==> config.mk <==
export PLATFORM = sky130hd
export DESIGN_NAME = gray_counter_ctrl
export DESIGN_NICKNAME = d
export VERILOG_FILES = /design/src/rtl/gray_counter_ctrl.sv
export SDC_FILE = /design/constraint.sdc
export NUM_CORES = 1
export LEC_CHECK = 0
export BUFFER_PORTS_ARGS = -buffer_cell sky130_fd_sc_hd__buf_2
export CAP_MARGIN = 20
export CORE_MARGIN = 2
export CORE_UTILIZATION = 60
export CTS_BUF_LIST = sky130_fd_sc_hd__clkbuf_16
export CTS_CLUSTER_SIZE = 24
export DETAILED_ROUTE_END_ITERATION = 10
export GPL_ROUTABILITY_DRIVEN = 0
export GPL_TIMING_DRIVEN = 0
export PLACE_DENSITY = 0.9
export SLEW_MARGIN = 15
export SYNTH_ARGS = -nofsm -noshare
export SYNTH_HDL_FRONTEND = slang
export SYNTH_SLANG_ARGS = --single-unit
==> constraint.sdc <==
create_clock -name clk -period 3 [get_ports clk]
set_input_delay 0.6 -clock clk [delete_from_list [all_inputs] [get_ports clk]]
set_output_delay 0.6 -clock clk [all_outputs]
set_load 0.02 [all_outputs]
==> src/rtl/gray_counter_ctrl.sv <==
// Prescaled N-bit up/down counter with load, wrap/saturate limits and Gray or
// binary LED output. One count step per DIST enabled clock cycles.
module gray_counter_ctrl #(
  parameter int N    = 4,
  parameter int DIST = 100000000,
  parameter int PW   = 27
) (
  input  logic         clk,
  input  logic         rst,
  input  logic         en,
  input  logic         dir,
  input  logic         sat,
  input  logic         out_bin,
  input  logic         load,
  input  logic [N-1:0] load_val,
  output logic [N-1:0] leds,
  output logic         tick,
  output logic         tc,
  output logic         wrap
);

  localparam logic [PW-1:0] PCNT_LAST = PW'(DIST - 1);
  localparam logic [N-1:0]  ALL_ONES  = '1;

  logic [PW-1:0] pcnt;
  logic [N-1:0]  bin_q;
  logic [N-1:0]  next_bin;
  logic          next_wrap;
  logic          step;

  // Prescaler: a load restarts the period so the next step is a full DIST away.
  // NOTE: sequential state uses non-blocking (<=) so every register samples
  // pre-edge values and simulation order cannot change the result.
  always_ff @(posedge clk or negedge rst) begin
    if (!rst) begin
      pcnt <= '0;
      tick <= 1'b0;
    end else if (load) begin
      pcnt <= '0;
      tick <= 1'b0;
    end else if (en) begin
      if (pcnt == PCNT_LAST) begin
        pcnt <= '0;
        tick <= 1'b1;
      end else begin
        pcnt <= pcnt + PW'(1);
        tick <= 1'b0;
      end
    end else begin
      tick <= 1'b0;
    end
  end

  // A load on the tick cycle swallows that step.
  assign step = tick & en & ~load;

  // NOTE: defaults first so every path assigns both outputs and no latch forms.
  always_comb begin
    next_bin  = bin_q;
    next_wrap = 1'b0;
    if (load) begin
      next_bin = load_val;
    end else if (step) begin
      if (dir) begin
        if (bin_q == ALL_ONES) begin
          if (!sat) begin
            next_bin  = '0;
            next_wrap = 1'b1;
          end
        end else begin
          next_bin = bin_q + N'(1);
        end
      end else begin
        if (bin_q == '0) begin
          if (!sat) begin
            next_bin  = ALL_ONES;
            next_wrap = 1'b1;
          end
        end else begin
          next_bin = bin_q - N'(1);
        end
      end
    end
  end

  // leds is re-encoded every cycle so an out_bin change shows without a step.
  always_ff @(posedge clk or negedge rst) begin
    if (!rst) begin
      bin_q <= '0;
      leds  <= '0;
      wrap  <= 1'b0;
    end else begin
      bin_q <= next_bin;
      leds  <= out_bin ? next_bin : (next_bin ^ (next_bin >> 1));
      wrap  <= next_wrap;
    end
  end

  assign tc = dir ? (bin_q == ALL_ONES) : (bin_q == '0);

endmodule

==> metrics.cfg, run 1 <==
[run_status]
status = finished clean

[route]
viasPerCell = 6.698
drt_wl_total_mm = 6.107
wl_per_cell_um = 17.75
drc = 0
first_iter_violations = 217
vias = 2304
drtPass1Iterations = 6
final_antenna_net_count = 0

[floorplanning]
die_h_um = 66.63
rows = 22
die_width_um = 66.63
ios = 18
start_util = 0.6333
core-area_um2 = 3716
die_area_um2 = 4440

[yosys]
yosys.area.top_type = dfrtp_1
synth_nets = 288
synthCells = 274
ys_warn_count = 0
ys_seq_area_frac = 0.3828
synth_seq_cells = 36
ys_types = 56
synthFlopType = dfrtp_1
syn_area_um2 = 2354
syn_avg_cell_area_um2 = 8.589
synth_top_area_share = 0.3828
synth.area.top_cells = dfrtp_1 38%, nand2_1 4.8%, nor2_1 3.5%
async_reset_ff_frac = 1.000
synth_edf_count = 0

[min_path]
hp-class = input port to async pin

[setup_path]
cp.required_ps = 2400
arrival_ps = 2140
end_kind = primary output
crit_type = flip-flop to primary output
path_max_fanout = 8
cp-start-kind = flip-flop

[sta]
drv_slew = 0
min_period_over_period = 0.9149
hold_viol_final = 0
relSlewSlack = 0.4647
fmax_ghz = 0.3643
finalSetupTns_ps = 0
period_needed_ps = 2745
worstMarginPinSlew_ps = 802.9
clock_skew_ps = 3.194
postLayoutSetupSlackWorst_ps = 255.4
rsz0062_at_grt = no
finalSetupViolCount = 0

[global_routing]
first_global_vias = 2154
grt_first_pass_wirelength_mm = 10.12
antenna_found_initial = 0
overflow = 0
track_usage = 0.3055
grt_max_degree = 37

[placed_design]
post-place-ws_ps = 486.6
dp_cells = 336
port_buffers = 14
place_hpwl_mm = 4.163

[clocking]
cts_sinks = 36
htreeDepth = 2
clk_pin_slew_ps = 50
cts_made_buffers = 5
cts_tree = yes
clk_latency_ps = 280
post-cts-setup-buffers = 0
ctsResizeCount = 0
root_buffer = clkbuf_16
cts_max_path_buffers = 2
ctsHoldBuffers = 0

[pwr]
peakVddDrop_mv = 0.4438
leakagePower_nw = 1.048
pwr_density_cell_nw_per_um2 = 440.9

[run]
cap_violations = 0

[cells_and_area]
fin_nets = 309
drive_gt1_frac = 0.1250
layout.cells.non_filler = 344
area_delta_synth_final_pct = 11.64
diodes = 0

[sequential cells by signal, indices dropped and copies added (netlist names)]
name / cells
tick: 1
pcnt: 27
bin_q: 4
leds: 3
wrap: 1
[cell type report]
class	instances	area, um2
Multi-Input combinational cell	216	1363
Fill cell	274	1089
Sequential cell	36	900.9
Clock buffer	5	125.1
Timing Repair Buffer	14	70.07
Buffer	16	67.56
Tap cell	48	60.06
Inverter	6	22.52
Clock inverter	3	18.77
[cells in the mapped netlist (4+ instances only)]
cell	count
nor3_1	10
nand4_1	4
nor2_1	22
nor2b_1	5
clkbuf_1	11
nand3_1	15
o21ai_0	14
nor4_1	7
and3_1	7
a21oi_1	15
xor2_1	4
nand2_1	30
mux2i_1	4
dfrtp_1	36
and4_1	4
nand4b_1	4
nand2b_1	5
a211oi_1	4
inv_1	6
a32o_1	7
[layer usage]
layer	routed length, um	track usage	part of all wire	vias to the layer above
met5	0	0	0	-
li1	-	-	-	1070
met2	2996	0.4975	0.49	117
met4	180	0.1352	0.029	0
met1	2498	0.3934	0.41	1093
met3	431	0.06081	0.071	24
[cell families after synthesis]
kind of cell,count (synthesis),synth area share
AND/OR/NAND/NOR,138,0.3408
flip-flops,36,0.3828
buffers and inverters,22,0.03827
multiplexers,4,0.01701
AO/OA/AOI/OAI,64,0.1792
XOR/XNOR,7,0.02605
adder cells (fa/ha/maj),3,0.01595
[metrics by stage]
step / power [mW] / utilization / area, um2 / hold WS (ps)
after floorplan: 0.6150 / - / 2354 / 304.4
after global placement: 0.6594 / 0.6684 / 2484 / 542.1
after detailed placement: 0.6651 / 0.6684 / 2484 / 552.0
after CTS: 1.157 / 0.7071 / 2628 / 433.7
after global routing: 1.203 / 0.7071 / 2628 / 489.3
final: 1.158 / 0.7071 / 2628 / 406.8
[worst paths after layout]
check / start / cells after the start / to / slack [ps]
min: rst / 1 / bin_q[2] / 410
max: bin_q[1] / 6 / tc / 260
max in group asynchronous: rst / 1 / pcnt[7] / 2080
min in group clk: pcnt[1] / 2 / pcnt[1] / 560
min reg2reg: pcnt[1] / 2 / pcnt[1] / 560
max reg2reg: bin_q[1] / 8 / leds[0] / 710
[critical path: stages (launching register included)]
cell,delay (ps)
dfrtp_1,370
clkbuf_1,190
inv_1,90
ha_1,230
nor4b_1,570
or2_2,240
buf_2,160
[power by group]
group | switching [mW] | internal [mW]
clock | 0.195 | 0.304
sequential | 0.0127 | 0.501
combinational | 0.0950 | 0.0510
total | 0.303 | 0.856
[layout by cell type (no fill, tap or decap), types with 3 or more instances in the layout]
master     synthesis  layout
a22oi_1            3       3
xnor2_1            3       3
nor4_1             7       7
nand3_1           15      15
nand4b_1           4       4
nor2b_1            5       5
a31oi_1            3       3
ha_1               3       3
dfrtp_1           36      36
o21ai_0           14      14
a211oi_1           4       4
or3b_2             3       3
nand2_1           30      30
and4_1             4       4
a32o_1             7       7
xor2_1             4       4
nand2b_1           5       5
o21ai_1            3       3
or3_1              3       3
nand4_1            4       4
nor2_1            22      22
buf_2              3      17
mux2i_1            4       4
inv_1              6       6
nor3_1            10      10
clkbuf_16          0       5
and3_1             7       7
a21oi_1           15      15
clkbuf_1          11      11
or4_1              3       3
No activity file was read; power rests on OpenSTA's default activity.
==> run 2: changes to the inputs <==
--- a/config.mk
+++ b/config.mk
@@ -15,6 +15,7 @@
 export GPL_ROUTABILITY_DRIVEN = 0
 export GPL_TIMING_DRIVEN = 0
 export PLACE_DENSITY = 0.9
+export RECOVER_POWER = 100
 export SLEW_MARGIN = 15
 export SYNTH_ARGS = -nofsm -noshare
 export SYNTH_HDL_FRONTEND = slang
==> constraint.sdc (replaced) <==
create_clock -name clk -period 3.5 [get_ports clk]
set_input_delay 0.7 -clock clk [delete_from_list [all_inputs] [get_ports clk]]
set_output_delay 0.7 -clock clk [all_outputs]
set_load 0.02 [all_outputs]
==> run 2 against run 1 <==
- non-clock buffer count stayed put
- final area decreased by 1.3%
- utilization decreased by 0.94 points
- register-to-register slack better by 400 ps
- critical path type unchanged
- the flow now finishes with violations (capacitance limit, slew limit)
- critical endpoint unchanged
==> metrics.cfg, run 2 (synthesis results as in run 1) <==
[setup_path]
crit_type = flip-flop to primary output  ; unchanged
cp-start-kind = flip-flop  ; unchanged
cp.required_ps = 2800  ; was 2400 ps
ff2ff_setup_slack_ps = 1110  ; was 710 ps
end_kind = primary output  ; unchanged
arrival_ps = 2220  ; was 2140 ps
path_max_fanout = 8  ; unchanged

[floorplanning]
die_area_um2 = 4440  ; unchanged
die_h_um = 66.63  ; unchanged
rows = 22  ; unchanged
ios = 18  ; unchanged
die_width_um = 66.63  ; unchanged
core-area_um2 = 3716  ; unchanged
start_util = 0.6333  ; unchanged

[route]
wl_per_cell_um = 17.84  ; was 17.75 um
viasPerCell = 6.689  ; was 6.698
drtPass1Iterations = 5  ; was 6
drc = 0  ; unchanged
drt_wl_total_mm = 6.137  ; was 6.107 mm
first_iter_violations = 256  ; was 217
vias = 2301  ; was 2304
final_antenna_net_count = 0  ; unchanged

[cells_and_area]
largestRegisters = pcnt x27, bin_q x4, leds x3  ; unchanged
regArea_um2 = 900.9  ; unchanged
final_cell_mix = 36 x dfrtp_1, 30 x nand2_1, 22 x nor2_1, 19 x clkbuf_1, 16 x o21ai_0  ; was 36 x dfrtp_1, 30 x nand2_1, 22 x nor2_1, 17 x buf_2
diodes = 0  ; unchanged
largest_reg_flops = 27  ; unchanged
multi_input_area_um2 = 1338  ; was 1363 um2
fin_nets = 309  ; unchanged
drive_gt1_frac = 0.08784  ; was 0.1250
regMostFlops = pcnt  ; unchanged
fillers = 285  ; was 274
final_common_cell = dfrtp_1  ; unchanged
area_delta_synth_final_pct = 10.15  ; was 11.64%

[sta]
clock_skew_ps = 3.307  ; was 3.194 ps
finalSetupTns_ps = 0  ; unchanged
rsz0062_at_grt = no  ; unchanged
hold_viol_final = 0  ; unchanged
fmax_ghz = 0.3425
finalSetupViolCount = 0  ; unchanged
hold_ws_ps = 567.7  ; was 406.8 ps
postLayoutSetupSlackWorst_ps = 580.6  ; was 255.4 ps
drv_slew = 37  ; was 0
period_needed_ps = 2919
worstMarginPinSlew_ps = 1913  ; was 802.9 ps
relSlewSlack = -0.2753  ; was 0.4647
min_period_over_period = 0.8341

[placed_design]
port_buffers = 14  ; unchanged
place_hpwl_mm = 4.163  ; unchanged
post-place-ws_ps = 886.6  ; was 486.6 ps

[pwr]
leakagePower_nw = 1.019  ; was 1.048 nW
peakVddDrop_mv = 0.3797  ; was 0.4438 mV
pwr_density_cell_nw_per_um2 = 382.1  ; was 440.9 nW/um2

[clocking]
clk_pin_slew_ps = 50  ; about the same
htreeDepth = 2  ; unchanged
post-cts-setup-buffers = 0  ; unchanged
cts_tree = yes  ; unchanged
root_buffer = clkbuf_16  ; unchanged
ctsResizeCount = 0  ; unchanged
cts_made_buffers = 5  ; unchanged
ctsHoldBuffers = 0  ; unchanged
clk_latency_ps = 280  ; about the same
cts_sinks = 36  ; unchanged
cts_max_path_buffers = 2  ; unchanged

[run_status]
violations = capacitance limit, slew limit
status = finished, violations left  ; was finished clean

[global_routing]
track_usage = 0.3055  ; unchanged
overflow = 0  ; unchanged
grt_first_pass_wirelength_mm = 10.12  ; unchanged
grt_max_degree = 37  ; unchanged
antenna_found_initial = 0  ; unchanged
first_global_vias = 2154  ; unchanged

[min_path]
hp-class = flip-flop to flip-flop  ; was input port to async pin

[run]
cap_violations = 1  ; was 0

==> run 2: cell count changes in the layout (fill, tap and decap cells not counted), sizes merged <==
cell    change
buf         -8
clkbuf      +8
==> run 2: final timing paths <==
path / startpoint / to / depth (start not counted)
worst max-delay path: bin_q[1] / tc / 6
worst min-delay path: pcnt[1] / pcnt[1] / 2
worst max register to register: pcnt[17] / pcnt[3] / 5
worst min register to register: pcnt[1] / pcnt[1] / 2
max in group asynchronous: rst / pcnt[7] / 1
min in group asynchronous: rst / bin_q[2] / 1
==> run 2: routing by layer <==
metal  global-route usage  up-vias  part of all wire
met5                    0        -                 0
met4               0.1352        0             0.023
met3              0.06081       17             0.083
met2               0.4975      123              0.49
met1               0.3934     1094              0.40
li1                     -     1067                 -
==> run 2: final cells by class <==
type                       count  area share
multi-input combinational    216      0.5159
sequential                    36      0.3475
clock buffer                   5     0.04826
buffer                        16     0.02606
timing repair buffer          14     0.02317
tap                           48     0.02317
inverter                       6    0.008687
clock inverter                 3    0.007239
==> run 2: power by group <==
group / internal, mW / switching [mW]
sequential: 0.429 / 0.0111
clock: 0.261 / 0.167
combinational: 0.0413 / 0.0815
==> run 2: worst max-delay path: stages, from the launching register on <==
cell	delay, ps
dfrtp_1	370
clkbuf_1	190
inv_1	90
ha_1	220
nor4b_1	580
or2_2	250
clkbuf_1	240
==> run 2: through the flow <==
stage	instance area, um2	utilization	std cells	power, mW
after CTS	2628	0.7071	344	0.9917
after detailed placement	2484	0.6684	336	0.5700
after global placement	2484	0.6684	336	0.5652
after floorplan	2354	-	274	0.5272
after global routing	2592	0.6976	344	1.029
final	2592	0.6976	344	0.9907
